==> src/rtl/hazard_scoreboard_if.sv <==
// Hazard scoreboard pipeline-control bundle: decode/execute status in, stall/flush/forward out.
// Ports: master drives the decode fields, pcsrcE and mem_busy; slave drives stall/flush/fwd/counters.
// Widths follow DEPTH, REG_ADDR_W and CNT_W, which must match the hazard_scoreboard instance.
interface hazard_scoreboard_if #(
  parameter int DEPTH      = 3,
  parameter int REG_ADDR_W = 5,
  parameter int CNT_W      = 16
);
  localparam int FWD_W = $clog2(DEPTH + 1);

  // Decode-stage instruction and pipeline status.
  logic                  issue_valid;
  logic [REG_ADDR_W-1:0] rs1D;
  logic [REG_ADDR_W-1:0] rs2D;
  logic [REG_ADDR_W-1:0] rdD;
  logic                  regwriteD;
  logic                  loadD;
  logic                  pcsrcE;
  logic                  mem_busy;

  // Hazard controls and operand source selects.
  logic                  stallF;
  logic                  stallD;
  logic                  flushD;
  logic                  flushE;
  logic [FWD_W-1:0]      fwd_a;
  logic [FWD_W-1:0]      fwd_b;
  logic [CNT_W-1:0]      stall_cnt;
  logic [CNT_W-1:0]      flush_cnt;

  modport master (
    output issue_valid, rs1D, rs2D, rdD, regwriteD, loadD, pcsrcE, mem_busy,
    input  stallF, stallD, flushD, flushE, fwd_a, fwd_b, stall_cnt, flush_cnt
  );

  modport slave (
    input  issue_valid, rs1D, rs2D, rdD, regwriteD, loadD, pcsrcE, mem_busy,
    output stallF, stallD, flushD, flushE, fwd_a, fwd_b, stall_cnt, flush_cnt
  );
endinterface

==> src/rtl/hazard_scoreboard.sv <==
// Purpose: tracks in-flight destinations after decode; produces stall/flush/forward controls.
// Latency: stall/flush/forward outputs are combinational from scoreboard state and inputs; state moves 1 cycle/stage.
// Backpressure: mem_busy freezes the whole scoreboard and holds F/D; flushes are suppressed until it drops.
//
// Ports:
//   clk  - core clock, all state on rising edge
//   rst  - asynchronous active-low reset; clears entries and counters, forces all controls low
//   hz   - hazard_scoreboard_if.slave: decode fields, pcsrcE, mem_busy in; stallF/stallD,
//          flushD/flushE, fwd_a/fwd_b (0 = regfile, k = entry k-1), stall_cnt/flush_cnt out
// Optional feature: define HAZARD_PERF_CNT_EN to build the saturating stall/flush counters;
// without it the counter outputs are tied to zero and no counter flops exist.
module hazard_scoreboard #(
  parameter int DEPTH      = 3,
  parameter int REG_ADDR_W = 5,
  parameter int CNT_W      = 16
) (
  input  logic              clk,
  input  logic              rst,
  hazard_scoreboard_if.slave hz
);
  localparam int FWD_W = $clog2(DEPTH + 1);

  typedef struct packed {
    logic                  valid;
    logic [REG_ADDR_W-1:0] rd;
    logic                  regwrite;
    logic                  load;
  } entry_t;

  // Entry 0 = E, 1 = M, 2 = W (for the default depth).
  entry_t ent_q [DEPTH];
  entry_t ent_d [DEPTH];

  logic             stall_front;
  logic             stall_dec;
  logic             flush_dec;
  logic             flush_ex;
  logic             load_use;
  logic [DEPTH-1:0] fwd_ok;
  logic [FWD_W-1:0] fwd_a_c;
  logic [FWD_W-1:0] fwd_b_c;

  // A load still in E has no data yet, so it can never be a forwarding source.
  always_comb begin
    for (int k = 0; k < DEPTH; k++) begin
      fwd_ok[k] = ent_q[k].valid && ent_q[k].regwrite && (ent_q[k].rd != '0)
                  && !((k == 0) && ent_q[k].load);
    end
  end

  // Scan from the oldest entry down so the youngest matching producer wins.
  always_comb begin
    fwd_a_c = '0;
    fwd_b_c = '0;
    for (int k = DEPTH - 1; k >= 0; k--) begin
      if (fwd_ok[k] && (ent_q[k].rd == hz.rs1D)) fwd_a_c = FWD_W'(k + 1);
      if (fwd_ok[k] && (ent_q[k].rd == hz.rs2D)) fwd_b_c = FWD_W'(k + 1);
    end
  end

  assign load_use = hz.issue_valid && ent_q[0].valid && ent_q[0].load && (ent_q[0].rd != '0)
                    && ((ent_q[0].rd == hz.rs1D) || (ent_q[0].rd == hz.rs2D));

  // Priority: reset > mem_busy freeze > taken branch > load-use.
  // A branch held across a freeze reappears unmasked in the first free cycle.
  always_comb begin
    stall_front = 1'b0;
    stall_dec   = 1'b0;
    flush_dec   = 1'b0;
    flush_ex    = 1'b0;
    if (!rst) begin
      stall_front = 1'b0;
    end else if (hz.mem_busy) begin
      stall_front = 1'b1;
      stall_dec   = 1'b1;
    end else if (hz.pcsrcE) begin
      flush_dec   = 1'b1;
      flush_ex    = 1'b1;
    end else if (load_use) begin
      stall_front = 1'b1;
      stall_dec   = 1'b1;
      flush_ex    = 1'b1;
    end
  end

  // Entry 0 takes the decode instruction only when it genuinely moves into E;
  // a stalled or flushed cycle injects a bubble, which also ends the load-use stall.
  always_comb begin
    for (int k = 0; k < DEPTH; k++) ent_d[k] = ent_q[k];
    if (!hz.mem_busy) begin
      for (int k = 1; k < DEPTH; k++) ent_d[k] = ent_q[k-1];
      ent_d[0] = '0;
      if (hz.issue_valid && !stall_dec && !flush_dec && !flush_ex) begin
        ent_d[0].valid    = 1'b1;
        ent_d[0].rd       = hz.rdD;
        ent_d[0].regwrite = hz.regwriteD;
        ent_d[0].load     = hz.loadD;
      end
    end
  end

  always_ff @(posedge clk or negedge rst) begin
    if (!rst) begin
      for (int k = 0; k < DEPTH; k++) ent_q[k] <= '0;
    end else begin
      for (int k = 0; k < DEPTH; k++) ent_q[k] <= ent_d[k];
    end
  end

  assign hz.stallF = stall_front;
  assign hz.stallD = stall_dec;
  assign hz.flushD = flush_dec;
  assign hz.flushE = flush_ex;
  assign hz.fwd_a  = fwd_a_c;
  assign hz.fwd_b  = fwd_b_c;

`ifdef HAZARD_PERF_CNT_EN
  logic [CNT_W-1:0] stall_cnt_q;
  logic [CNT_W-1:0] stall_cnt_d;
  logic [CNT_W-1:0] flush_cnt_q;
  logic [CNT_W-1:0] flush_cnt_d;

  // Counters stick at all-ones rather than wrapping.
  always_comb begin
    stall_cnt_d = stall_cnt_q;
    flush_cnt_d = flush_cnt_q;
    if (stall_dec && !(&stall_cnt_q))             stall_cnt_d = stall_cnt_q + 1'b1;
    if ((flush_dec || flush_ex) && !(&flush_cnt_q)) flush_cnt_d = flush_cnt_q + 1'b1;
  end

  always_ff @(posedge clk or negedge rst) begin
    if (!rst) begin
      stall_cnt_q <= '0;
      flush_cnt_q <= '0;
    end else begin
      stall_cnt_q <= stall_cnt_d;
      flush_cnt_q <= flush_cnt_d;
    end
  end

  assign hz.stall_cnt = stall_cnt_q;
  assign hz.flush_cnt = flush_cnt_q;
`else
  assign hz.stall_cnt = {CNT_W{1'b0}};
  assign hz.flush_cnt = {CNT_W{1'b0}};
`endif

endmodule

==> src/flat_wrapper.sv <==
// flat-port wrapper written by rule: the top's interface ports become plain ports
module hazard_scoreboard_flat 
#(
  parameter int DEPTH      = 3,
  parameter int REG_ADDR_W = 5,
  parameter int CNT_W      = 16
)
  (clk, rst, hz_issue_valid, hz_rs1D, hz_rs2D, hz_rdD, hz_regwriteD, hz_loadD, hz_pcsrcE, hz_mem_busy, hz_stallF, hz_stallD, hz_flushD, hz_flushE, hz_fwd_a, hz_fwd_b, hz_stall_cnt, hz_flush_cnt);
  hazard_scoreboard_if #(.DEPTH(DEPTH), .REG_ADDR_W(REG_ADDR_W), .CNT_W(CNT_W)) hz_i ();
  input  logic clk;
  input  logic rst;
  input wire logic [$bits(hz_i.issue_valid)-1:0] hz_issue_valid;
  input wire logic [$bits(hz_i.rs1D)-1:0] hz_rs1D;
  input wire logic [$bits(hz_i.rs2D)-1:0] hz_rs2D;
  input wire logic [$bits(hz_i.rdD)-1:0] hz_rdD;
  input wire logic [$bits(hz_i.regwriteD)-1:0] hz_regwriteD;
  input wire logic [$bits(hz_i.loadD)-1:0] hz_loadD;
  input wire logic [$bits(hz_i.pcsrcE)-1:0] hz_pcsrcE;
  input wire logic [$bits(hz_i.mem_busy)-1:0] hz_mem_busy;
  output wire logic [$bits(hz_i.stallF)-1:0] hz_stallF;
  output wire logic [$bits(hz_i.stallD)-1:0] hz_stallD;
  output wire logic [$bits(hz_i.flushD)-1:0] hz_flushD;
  output wire logic [$bits(hz_i.flushE)-1:0] hz_flushE;
  output wire logic [$bits(hz_i.fwd_a)-1:0] hz_fwd_a;
  output wire logic [$bits(hz_i.fwd_b)-1:0] hz_fwd_b;
  output wire logic [$bits(hz_i.stall_cnt)-1:0] hz_stall_cnt;
  output wire logic [$bits(hz_i.flush_cnt)-1:0] hz_flush_cnt;
  assign hz_i.issue_valid = hz_issue_valid;
  assign hz_i.rs1D = hz_rs1D;
  assign hz_i.rs2D = hz_rs2D;
  assign hz_i.rdD = hz_rdD;
  assign hz_i.regwriteD = hz_regwriteD;
  assign hz_i.loadD = hz_loadD;
  assign hz_i.pcsrcE = hz_pcsrcE;
  assign hz_i.mem_busy = hz_mem_busy;
  assign hz_stallF = hz_i.stallF;
  assign hz_stallD = hz_i.stallD;
  assign hz_flushD = hz_i.flushD;
  assign hz_flushE = hz_i.flushE;
  assign hz_fwd_a = hz_i.fwd_a;
  assign hz_fwd_b = hz_i.fwd_b;
  assign hz_stall_cnt = hz_i.stall_cnt;
  assign hz_flush_cnt = hz_i.flush_cnt;
  hazard_scoreboard #(.DEPTH(DEPTH), .REG_ADDR_W(REG_ADDR_W), .CNT_W(CNT_W)) u_core (.clk(clk), .rst(rst), .hz(hz_i));
endmodule
==> config.mk <==
export PLATFORM = sky130hd
export DESIGN_NAME = hazard_scoreboard_flat
export DESIGN_NICKNAME = d
export VERILOG_FILES = /design/src/rtl/hazard_scoreboard_if.sv /design/src/rtl/hazard_scoreboard.sv /design/src/flat_wrapper.sv
export SDC_FILE = /design/constraint.sdc
export NUM_CORES = 1
export LEC_CHECK = 0
export BUFFER_PORTS_ARGS = -buffer_cell sky130_fd_sc_hd__buf_2
export CELL_PAD_IN_SITES_DETAIL_PLACEMENT = 0
export CELL_PAD_IN_SITES_GLOBAL_PLACEMENT = 2
export CORE_ASPECT_RATIO = 0.7
export CORE_MARGIN = 2
export CORE_UTILIZATION = 29
export CTS_CLUSTER_SIZE = 8
export DETAILED_ROUTE_END_ITERATION = 16
export PLACE_DENSITY = 0.86
export REMOVE_ABC_BUFFERS = 1
export SLEW_MARGIN = 15
export SYNTH_ARGS = -nofsm -noshare
export SYNTH_HDL_FRONTEND = slang
export SYNTH_SLANG_ARGS = --single-unit
==> constraint.sdc <==
create_clock -name clk -period 1.93 [get_ports clk]
set_input_delay 0.2895 -clock clk [delete_from_list [all_inputs] [get_ports clk]]
set_output_delay 0.2895 -clock clk [all_outputs]
set_load 0.05 [all_outputs]
==> results of run 1 <==
-- worst max path at each step --
stage | startpoint | to | slack (ns)
floorplan | u_core.ent_q[21] | hz_fwd_a[0] | -0.55
global placement | u_core.ent_q[21] | hz_stallF | -0.24
detailed placement | u_core.ent_q[21] | hz_stallD | -0.22
CTS | u_core.ent_q[18] | hz_stallD | -0.38
global route | u_core.ent_q[18] | hz_stallF | -0.47
finish | u_core.ent_q[18] | hz_flushE | -0.37
-- per-stage QoR --
step	util [%]	setup WS, ns	hold slack (ns)	instance area [sq um]
2_1_floorplan	-	-0.550	-0.00609	1490
6_report	41.3	-0.373	0.0511	2210
5_1_grt	41.3	-0.471	0.0559	2210
3_3_place_gp	36.9	-0.242	0.338	1970
3_5_place_dp	36.9	-0.217	0.337	1970
4_1_cts	39.3	-0.377	0.0492	2100
-- layer usage --
metal | up-vias | share of wire, % | GRT usage (%)
met5 | - | 0 | 0
met4 | 0 | 0.50 | 2.17
met3 | 3 | 4.8 | 3.28
met2 | 33 | 44 | 19.9
met1 | 660 | 50 | 20.4
li1 | 654 | - | -
-- final cells by class --
| type | instances | area [sq um] |
|---|---|---|
| Sequential cell | 22 | 551 |
| Timing Repair Buffer | 71 | 512 |
| Clock buffer | 3 | 41.3 |
| Fill cell | 545 | 3130 |
| Inverter | 3 | 11.3 |
| Multi-Input combinational cell | 133 | 1000 |
| Tap cell | 72 | 90.1 |
-- power breakdown --
part	internal (mW)	switching [mW]	total (mW)	leakage, nW
combinational	0.245	0.356	0.601	0.742
clock	0.140	0.145	0.285	0.0216
sequential	0.520	0.0562	0.576	0.285
total	0.904	0.557	1.46	1.05
-- logic make-up after synthesis --
group / share of synthesized area [%]
buf+inv: 17.0
xor+xnor: 16.0
simple gates: 10.6
compound gates: 12.8
flops: 33.6
mux: 9.63
other cells: 0.229
-- layout by cell type, fill, tap and decap left out, types with 2 or more instances in the layout --
master / count
nor3_1: 3
conb_1: 32
xnor2_2: 2
nand3_1: 9
clkinv_1: 2
buf_4: 40
dfrtp_1: 22
nand2_1: 2
mux2_2: 14
buf_6: 9
clkbuf_8: 3
xor2_2: 2
or4_4: 2
nand4_1: 2
nor2_1: 2
a32oi_1: 7
buf_2: 22
xnor2_1: 12
o21ai_0: 8
xor2_1: 14
nor3_2: 2
nand3_2: 2
-- timing repair --
item	in CTS	in global routing
gates resized for setup	14	15
setup endpoints to repair	7	7
pin swaps	10	11
cloned	0	0
setup buffers	5	4
==> impl_metrics.sql, run 1 <==
INSERT INTO impl_metrics (metric_group, metric, value, unit) VALUES
('timing', 'setup_tns', '-2.39', 'ns'),
('clock_network', 'tritoncts.num_buffers', '3', ''),
('routing', 'dr.pass1.iters', '4', ''),
('timing', 'setup-violations-final', '7', ''),
('synth', 'netlist.top_cell.by_area', 'dfrtp_1', ''),
('global_routing', 'grt.total_usage', '13.6', '%'),
('synth', 'synth_top_area_share', '33.6', '%'),
('timing', 'min_period', '2.30', 'ns'),
('min_path', 'hp-class', 'input port to async pin', ''),
('global_routing', 'first_global_vias', '1329', ''),
('synth', 'synth.area.top_cells', 'dfrtp_1 34%, buf_4 15%, mux2_2 9.6%', ''),
('power_and_ir_drop', 'power.density_cell_area', '663', 'nW/um^2'),
('timing', 'worst_pin_slew', '1.06', 'ns'),
('critical_path', 'data_arrival_time_of_the_critical_path', '2.01', 'ns'),
('final_layout', 'antenna_cells_inserted', '0', ''),
('timing', 'setup_repair_after_global_routing_missed_its_margin', 'true', ''),
('routing', 'violation_count_after_the_first_detailed_route_iteration', '54', ''),
('routing', 'postRouteWirelength', '4200', 'um'),
('critical_path', 'setup.reg_to_reg.worst_slack', '0.07', 'ns'),
('final_layout', 'largest-register', 'u_core.ent_q', ''),
('timing', 'finalHoldViolations', '0', ''),
('clock_network', 'numClockSinks', '22', ''),
('critical_path', 'critical_path_cell_count', '6', ''),
('synth', 'synthesis.yosys.warnings', '0', ''),
('timing', 'fmax', '434', 'MHz'),
('power_and_ir_drop', 'pleak', '1.05', 'nW'),
('critical_path', 'setup.worst_path.class', 'flop to primary output', ''),
('global_routing', 'grt_max_degree', '17', ''),
('synth', 'synth.yosys.seq_area_share', '33.6', '%'),
('critical_path', 'critPathMaxStageDelay', '0.59', 'ns'),
('critical_path', 'critical_path.reg2reg.endpoint', 'u_core.ent_q[22]', ''),
('outcome', 'violations', 'setup timing', ''),
('final_layout', 'instances_no_fill', '304', ''),
('routing', 'via_cell_ratio', '4.44', ''),
('synth', 'syn-cell-area', '1640', 'sq um'),
('die', 'die_h', '66.9', 'um'),
('synth', 'ys_ff_latch', '22', ''),
('placement', 'place.port_buffers', '29', ''),
('synth', 'most_instantiated_cells_after_synthesis', '33 x buf_4, 22 x dfrtp_1, 16 x xor2_1', ''),
('die', 'core.rowCount', '22', ''),
('clock_network', 'clockBufferDepth', '2', ''),
('die', 'io-pin-count', '62', ''),
('critical_path', 'cp_num_buf_inv', '2', ''),
('die', 'floorplan.core_area', '5340', 'sq um'),
('routing', 'wire_per_inst', '13.8', 'um'),
('timing', 'finalClockSkew', '0.00416', 'ns'),
('clock_network', 'clock_insertion_delay_worst_skew', '0.26', 'ns'),
('synth', 'synth_cell_types', '37', ''),
('critical_path', 'standard_cell_with_the_maximum_stage_delay_on_the_critical_path', 'or4_1', ''),
('critical_path', 'worstPathCellList', 'or4_1 -> o21ai_2 -> buf_4 -> a211oi_4 -> o211a_1 -> buf_4', ''),
('global_routing', 'grt_first_pass_wirelength', '6590', 'um'),
('synth', 'avgSynthCellArea', '9.93', 'sq um'),
('final_layout', 'areaGrowthSynthToFinish', '34.7', '%'),
('final_layout', 'top_regs', 'u_core.ent_q x22', ''),
('clock_network', 'clock_tree_from_tritoncts', 'done', ''),
('placement', 'dp_hpwl', '3380', 'um'),
('clock_network', 'post_cts_hold_buffer_count', '0', ''),
('timing', 'max_slew_margin', '29.4', '%'),
('synth', 'postSynth.asyncResetShare', '100', '%'),
('routing', 'drt_drc_violations_left', '0', ''),
('final_layout', 'largest_register_ff_count', '22', ''),
('timing', 'layout_setup_ws', '-0.373', 'ns'),
('routing', 'vias', '1350', ''),
('outcome', 'run_status', 'finished with violations', ''),
('timing', 'post-route-period-util', '119', '%'),
('placement', 'dp_cells', '292', ''),
('critical_path', 'critPathMostFrequentCell', 'buf_4', ''),
('final_layout', 'final_net_count', '256', ''),
('critical_path', 'reg2regPathDepth', '7', ''),
('placement', 'place_congestion', '0.833', ''),
('global_routing', 'gr-total-overflow', '0', '');
Power figures use the tool's default switching activity.
==> run 2, diff against run 1 <==
Settings changed: PLACE_DENSITY 0.86 to 0.82, SETUP_SLACK_MARGIN from default to 0.4.
==> run 2 against run 1 <==
The flow still finishes with violations (setup timing). Maximum frequency is 0.29% lower. Setup slack got worse by 0.0066 ns. Highest routed layer unchanged. Critical endpoint is now hz_fwd_a[1]. Via count shrank 1.9%. Register-to-register slack improved by 0.12 ns. Critical path type unchanged.
==> impl_metrics.sql, run 2 (synthesis gave the netlist of run 1 again) <==
INSERT INTO impl_metrics (metric_group, metric, value, unit) VALUES
('clock_network', 'cts_htree_levels', '1', ''),
('clock_network', 'clockBufferDepth', '2', ''),
('critical_path', 'setup.reg_to_reg.worst_slack', '0.19', 'ns'),
('final_layout', 'final_common_cell', 'buf_4', ''),
('clock_network', 'tritoncts.num_buffers', '3', ''),
('global_routing', 'grt_antenna_before_repair', '0', ''),
('critical_path', 'worstSetupEndpointType', 'primary output', ''),
('die', 'floorplan.core_area', '5340', 'sq um'),
('final_layout', 'areaGrowthSynthToFinish', '33.1', '%'),
('global_routing', 'grt_first_pass_wirelength', '6350', 'um'),
('critical_path', 'setup.worst_path.class', 'flop to primary output', ''),
('timing', 'setup_repair_after_global_routing_missed_its_margin', 'true', ''),
('critical_path', 'reg2regPathDepth', '7', ''),
('final_layout', 'drive_above_1_share', '46.3', '%'),
('clock_network', 'cts.reportedPaths.clkPinSlew', '0.08', 'ns'),
('final_layout', 'largest-register', 'u_core.ent_q', ''),
('power_and_ir_drop', 'total_power', '1.46', 'mW'),
('placement', 'dp_cells', '294', ''),
('critical_path', 'worst_setup_path_endpoint', 'hz_fwd_a[1]', ''),
('critical_path', 'worst_ep_required_time', '1.64', 'ns'),
('timing', 'min_period', '2.31', 'ns'),
('timing', 'worst_pin_slew', '1.05', 'ns'),
('critical_path', 'critical_path.reg2reg.endpoint', 'u_core.ent_q[18]', ''),
('clock_network', 'post_cts_hold_buffer_count', '0', ''),
('routing', 'wire_per_inst', '13.9', 'um'),
('die', 'io-pin-count', '62', ''),
('run', 'cap_viol_max_count', '0', ''),
('final_layout', 'instances_no_fill', '301', ''),
('routing', 'vias', '1324', ''),
('final_layout', 'fin_util', '40.8', '%'),
('routing', 'violation_count_after_the_first_detailed_route_iteration', '56', ''),
('timing', 'fmax', '433', 'MHz'),
('placement', 'place_congestion', '0.819', ''),
('die', 'die-area', '6270', 'sq um'),
('clock_network', 'clock_insertion_delay_worst_skew', '0.26', 'ns'),
('routing', 'via_cell_ratio', '4.40', ''),
('power_and_ir_drop', 'pleak', '1.04', 'nW'),
('timing', 'setup-violations-final', '7', ''),
('timing', 'setup_tns', '-2.20', 'ns'),
('outcome', 'violations', 'setup timing', ''),
('critical_path', 'startpoint', 'u_core.ent_q[10]', ''),
('timing', 'finalClockSkew', '0.00192', 'ns'),
('global_routing', 'grt_max_degree', '23', ''),
('final_layout', 'final_net_count', '253', ''),
('critical_path', 'cp-start-kind', 'flop', ''),
('final_layout', 'top_regs', 'u_core.ent_q x22', ''),
('global_routing', 'grt.total_usage', '13.4', '%'),
('routing', 'dr.pass1.iters', '4', ''),
('clock_network', 'numClockSinks', '22', ''),
('final_layout', 'antenna_cells_inserted', '0', ''),
('die', 'die_h', '66.9', 'um'),
('clock_network', 'clock_tree_from_tritoncts', 'done', ''),
('outcome', 'run_status', 'finished with violations', ''),
('timing', 'post-route-period-util', '120', '%'),
('min_path', 'hp-class', 'input port to async pin', ''),
('die', 'start_util', '30.7', '%'),
('clock_network', 'cts-root-buf', 'clkbuf_8', ''),
('die', 'die_w', '93.8', 'um'),
('placement', 'dp_hpwl', '3400', 'um'),
('global_routing', 'first_global_vias', '1241', ''),
('timing', 'finalMaxSlewViolations', '0', ''),
('power_and_ir_drop', 'worst_ir_drop_vdd', '0.236', 'mV'),
('global_routing', 'gr-total-overflow', '0', ''),
('final_layout', 'largest_register_ff_count', '22', ''),
('routing', 'drt_drc_violations_left', '0', ''),
('timing', 'whs', '0.101', 'ns'),
('routing', 'postRouteWirelength', '4180', 'um'),
('routing', 'ant_nets', '0', ''),
('critical_path', 'data_arrival_time_of_the_critical_path', '2.02', 'ns'),
('critical_path', 'worst_r2r_startpoint', 'u_core.ent_q[18]', ''),
('timing', 'max_slew_margin', '29.7', '%'),
('critical_path', 'cp_max_fo', '3', ''),
('timing', 'finalHoldViolations', '0', ''),
('timing', 'layout_setup_ws', '-0.380', 'ns'),
('final_layout', 'layout_common_cells', '36 x buf_4, 32 x conb_1, 22 x buf_2, 20 x dfrtp_1, 16 x xor2_1', ''),
('placement', 'place.port_buffers', '29', ''),
('die', 'core.rowCount', '22', ''),
('power_and_ir_drop', 'power.density_cell_area', '670', 'nW/um^2');
## run 2: layout make-up
type / instances / area (sq um)
flip-flops and latches: 22 / 553
clock buffers: 3 / 41.3
well taps: 72 / 90.1
inverters: 3 / 11.3
repair buffers: 68 / 497
multi-input cells: 133 / 987
fillers: 545 / 3160
## run 2: metrics by stage
| stage | instance area, sq um | setup WS (ns) |
|---|---|---|
| floorplan | 1490 | -0.550 |
| CTS | 2130 | -0.356 |
| global route | 2180 | -0.452 |
| global placement | 1980 | -0.129 |
| finish | 2180 | -0.380 |
| detailed placement | 1980 | -0.150 |
## run 2: repair_timing
| action | CTS | global route |
|---|---|---|
| endpoints found under the setup margin | 15 | 15 |
| hold endpoints to repair | 0 | 0 |
| setup buffers | 4 | 0 |
| pin swaps | 14 | 10 |
| resized for setup | 31 | 13 |
## run 2: per-layer routing
layer | global-route usage, % | wire [um] | share of wire, %
met1 | 19.5 | 2070 | 49
met5 | 0 | 0 | 0
met4 | 1.09 | 8 | 0.19
met3 | 3.51 | 174 | 4.2
met2 | 20.8 | 1930 | 46
## run 2: how the worst min path moves through the flow
stage | from | to
final | rst | u_core.ent_q[17]
after CTS | rst | u_core.ent_q[21]
after global placement | rst | u_core.ent_q[17]
after global routing | rst | u_core.ent_q[17]
after detailed placement | rst | u_core.ent_q[17]
after floorplan | rst | u_core.ent_q[10]
## run 2: power by group
group / total (mW) / switching, mW / internal, mW
clock: 0.285 / 0.146 / 0.139
combinational: 0.593 / 0.341 / 0.252
sequential: 0.581 / 0.0604 / 0.520
total: 1.46 / 0.547 / 0.912
## run 2: critical path: stages (launching register included)
cell	delay, ns
dfrtp_1	0.42
buf_6	0.14
xnor2_2	0.11
nand3_1	0.11
or4_4	0.57
buf_6	0.13
a21oi_2	0.12
buf_6	0.17
==> run 3, diff against run 2 <==
Settings changed: PLACE_DENSITY 0.82 to 0.91.
==> run 3 against run 2 <==
The run still ends with setup timing left. Critical path type unchanged. Cell count shrank 1.7%. Total power grew 2.2%. Global-route usage grew 0.62 points. Wire length grew 1.0%. Highest routed layer unchanged.
==> impl_metrics.sql, run 3 (synthesis gave the netlist of run 1 again) <==
INSERT INTO impl_metrics (metric_group, metric, value, unit) VALUES
('die', 'core.rowCount', '22', ''),
('power_and_ir_drop', 'total_power', '1.49', 'mW'),
('clock_network', 'cts_htree_levels', '1', ''),
('global_routing', 'grt_first_pass_wirelength', '6620', 'um'),
('global_routing', 'grt_antenna_before_repair', '0', ''),
('final_layout', 'top_regs', 'u_core.ent_q x22', ''),
('timing', 'setup_tns', '-2.19', 'ns'),
('final_layout', 'fin_util', '40.0', '%'),
('power_and_ir_drop', 'power.density_cell_area', '698', 'nW/um^2'),
('clock_network', 'numClockSinks', '22', ''),
('outcome', 'violations', 'setup timing', ''),
('min_path', 'hp-class', 'input port to async pin', ''),
('global_routing', 'gr-total-overflow', '0', ''),
('final_layout', 'largest-register', 'u_core.ent_q', ''),
('die', 'io-pin-count', '62', ''),
('routing', 'violation_count_after_the_first_detailed_route_iteration', '46', ''),
('routing', 'dr.pass1.iters', '4', ''),
('final_layout', 'areaGrowthSynthToFinish', '30.5', '%'),
('clock_network', 'clock_tree_from_tritoncts', 'done', ''),
('global_routing', 'grt_max_degree', '17', ''),
('routing', 'routed-wl-met3', '260', 'um'),
('critical_path', 'standard_cell_with_the_maximum_stage_delay_on_the_critical_path', 'or4_4', ''),
('final_layout', 'largest_register_ff_count', '22', ''),
('timing', 'layout_setup_ws', '-0.347', 'ns'),
('routing', 'wire_per_inst', '14.3', 'um'),
('placement', 'place_congestion', '0.910', ''),
('critical_path', 'reg2regPathDepth', '7', ''),
('clock_network', 'cts.reportedPaths.clkPinSlew', '0.08', 'ns'),
('critical_path', 'startpoint', 'u_core.ent_q[20]', ''),
('power_and_ir_drop', 'worst_ir_drop_vdd', '0.247', 'mV'),
('timing', 'finalHoldViolations', '0', ''),
('critical_path', 'worstPathCellList', 'or4_4 -> o21ai_4 -> buf_6 -> a211oi_4 -> a22o_1 -> buf_6', ''),
('critical_path', 'worst_setup_path_endpoint', 'hz_stallD', ''),
('timing', 'finalClockSkew', '0.00468', 'ns'),
('routing', 'vias', '1334', ''),
('routing', 'routed-wl-met2', '1840', 'um'),
('routing', 'postRouteWirelength', '4220', 'um'),
('critical_path', 'critPathMaxStageDelay', '0.56', 'ns'),
('timing', 'worst_pin_slew', '1.09', 'ns'),
('timing', 'setup-violations-final', '7', ''),
('critical_path', 'data_arrival_time_of_the_critical_path', '1.99', 'ns'),
('die', 'die_w', '93.8', 'um'),
('final_layout', 'final_net_count', '247', ''),
('critical_path', 'worst_ep_required_time', '1.64', 'ns'),
('timing', 'min_period', '2.28', 'ns'),
('die', 'start_util', '30.7', '%'),
('routing', 'drt_drc_violations_left', '0', ''),
('die', 'floorplan.core_area', '5340', 'sq um'),
('timing', 'fmax', '439', 'MHz'),
('final_layout', 'final_common_cell', 'conb_1', ''),
('global_routing', 'grt.total_usage', '14.0', '%'),
('die', 'die-area', '6270', 'sq um'),
('timing', 'whs', '0.0359', 'ns'),
('clock_network', 'clockBufferDepth', '2', ''),
('power_and_ir_drop', 'pleak', '1.00', 'nW'),
('timing', 'setup_repair_after_global_routing_missed_its_margin', 'true', ''),
('critical_path', 'worst_r2r_startpoint', 'u_core.ent_q[20]', ''),
('clock_network', 'clock_insertion_delay_worst_skew', '0.26', 'ns'),
('placement', 'place_ws', '-0.0962', 'ns'),
('critical_path', 'cp-start-kind', 'flop', ''),
('critical_path', 'cp_max_fo', '3', ''),
('critical_path', 'setup.reg_to_reg.worst_slack', '0.15', 'ns'),
('placement', 'place.port_buffers', '29', ''),
('routing', 'wl_met1', '2090', 'um'),
('routing', 'topRoutingLayerUsed', 'met4', ''),
('critical_path', 'setup.worst_path.class', 'flop to primary output', ''),
('final_layout', 'layout_common_cells', '32 x conb_1, 31 x buf_4, 22 x buf_2, 21 x dfrtp_1, 16 x xor2_1', ''),
('clock_network', 'tritoncts.num_buffers', '3', ''),
('final_layout', 'drive_above_1_share', '44.2', '%'),
('critical_path', 'worstSetupEndpointType', 'primary output', ''),
('run', 'cap_viol_max_count', '0', ''),
('routing', 'via_cell_ratio', '4.51', ''),
('clock_network', 'cts-root-buf', 'clkbuf_8', ''),
('critical_path', 'critPathMostFrequentCell', 'buf_6', ''),
('outcome', 'run_status', 'finished with violations', ''),
('timing', 'max_slew_margin', '27.0', '%'),
('timing', 'post-route-period-util', '118', '%'),
('global_routing', 'first_global_vias', '1241', ''),
('routing', 'ant_nets', '0', ''),
('final_layout', 'antenna_cells_inserted', '0', ''),
('critical_path', 'critical_path.reg2reg.endpoint', 'u_core.ent_q[21]', ''),
('die', 'die_h', '66.9', 'um'),
('timing', 'finalMaxSlewViolations', '0', ''),
('placement', 'dp_hpwl', '3380', 'um');
[run 3: through the flow]
step	area, sq um	instances
3_3_place_gp	1930	287
5_1_grt	2140	296
6_report	2140	296
4_1_cts	2070	292
2_1_floorplan	1490	158
3_5_place_dp	1930	287
[run 3: worst min-delay path by stage]
| stage | from | endpoint | slack, ns | cells past startpoint |
|---|---|---|---|---|
| detailed placement | rst | u_core.ent_q[17] | 0.26 | 2 |
| CTS | rst | u_core.ent_q[3] | 0.02 | 2 |
| floorplan | rst | u_core.ent_q[10] | -0.006 | 0 |
| finish | rst | u_core.ent_q[5] | 0.04 | 2 |
| global route | rst | u_core.ent_q[5] | 0.06 | 2 |
| global placement | rst | u_core.ent_q[9] | 0.27 | 2 |
[run 3: per-layer routing]
metal  up-vias  GRT usage [%]
met5         -              0
met4         0           2.54
met3         4           4.19
met2        38           19.3
met1       655           21.5
li1        637              -
[run 3: what timing repair did]
action	4_1_cts	5_1_grt
setup endpoints to repair	15	16
hold buffers	1	0
resized for setup	30	11
pin swaps	13	8
hold endpoints to repair	9	0
setup buffers	0	4
[run 3: critical path: cells and delay by family, from the launching register on]
family | cells | cell delay (ns)
AOI/OAI and AO/OA | 3 | 0.46
DFF | 1 | 0.41
buffers and inverters | 2 | 0.28
and+or+nand+nor | 1 | 0.56
[run 3: final cells by class]
type                            count  area, sq um
Clock buffer                        4         55.1
Fill cell                         561         3200
Tap cell                           72         90.1
Timing Repair Buffer               62          447
Sequential cell                    22          552
Multi-Input combinational cell    133          978
Inverter                            3         15.0
[run 3: power by group]
part / total, mW / internal, mW / switching, mW / leakage (nW)
registers: 0.578 / 0.520 / 0.0585 / 0.284
logic: 0.576 / 0.232 / 0.344 / 0.690
clock network: 0.337 / 0.182 / 0.155 / 0.0288
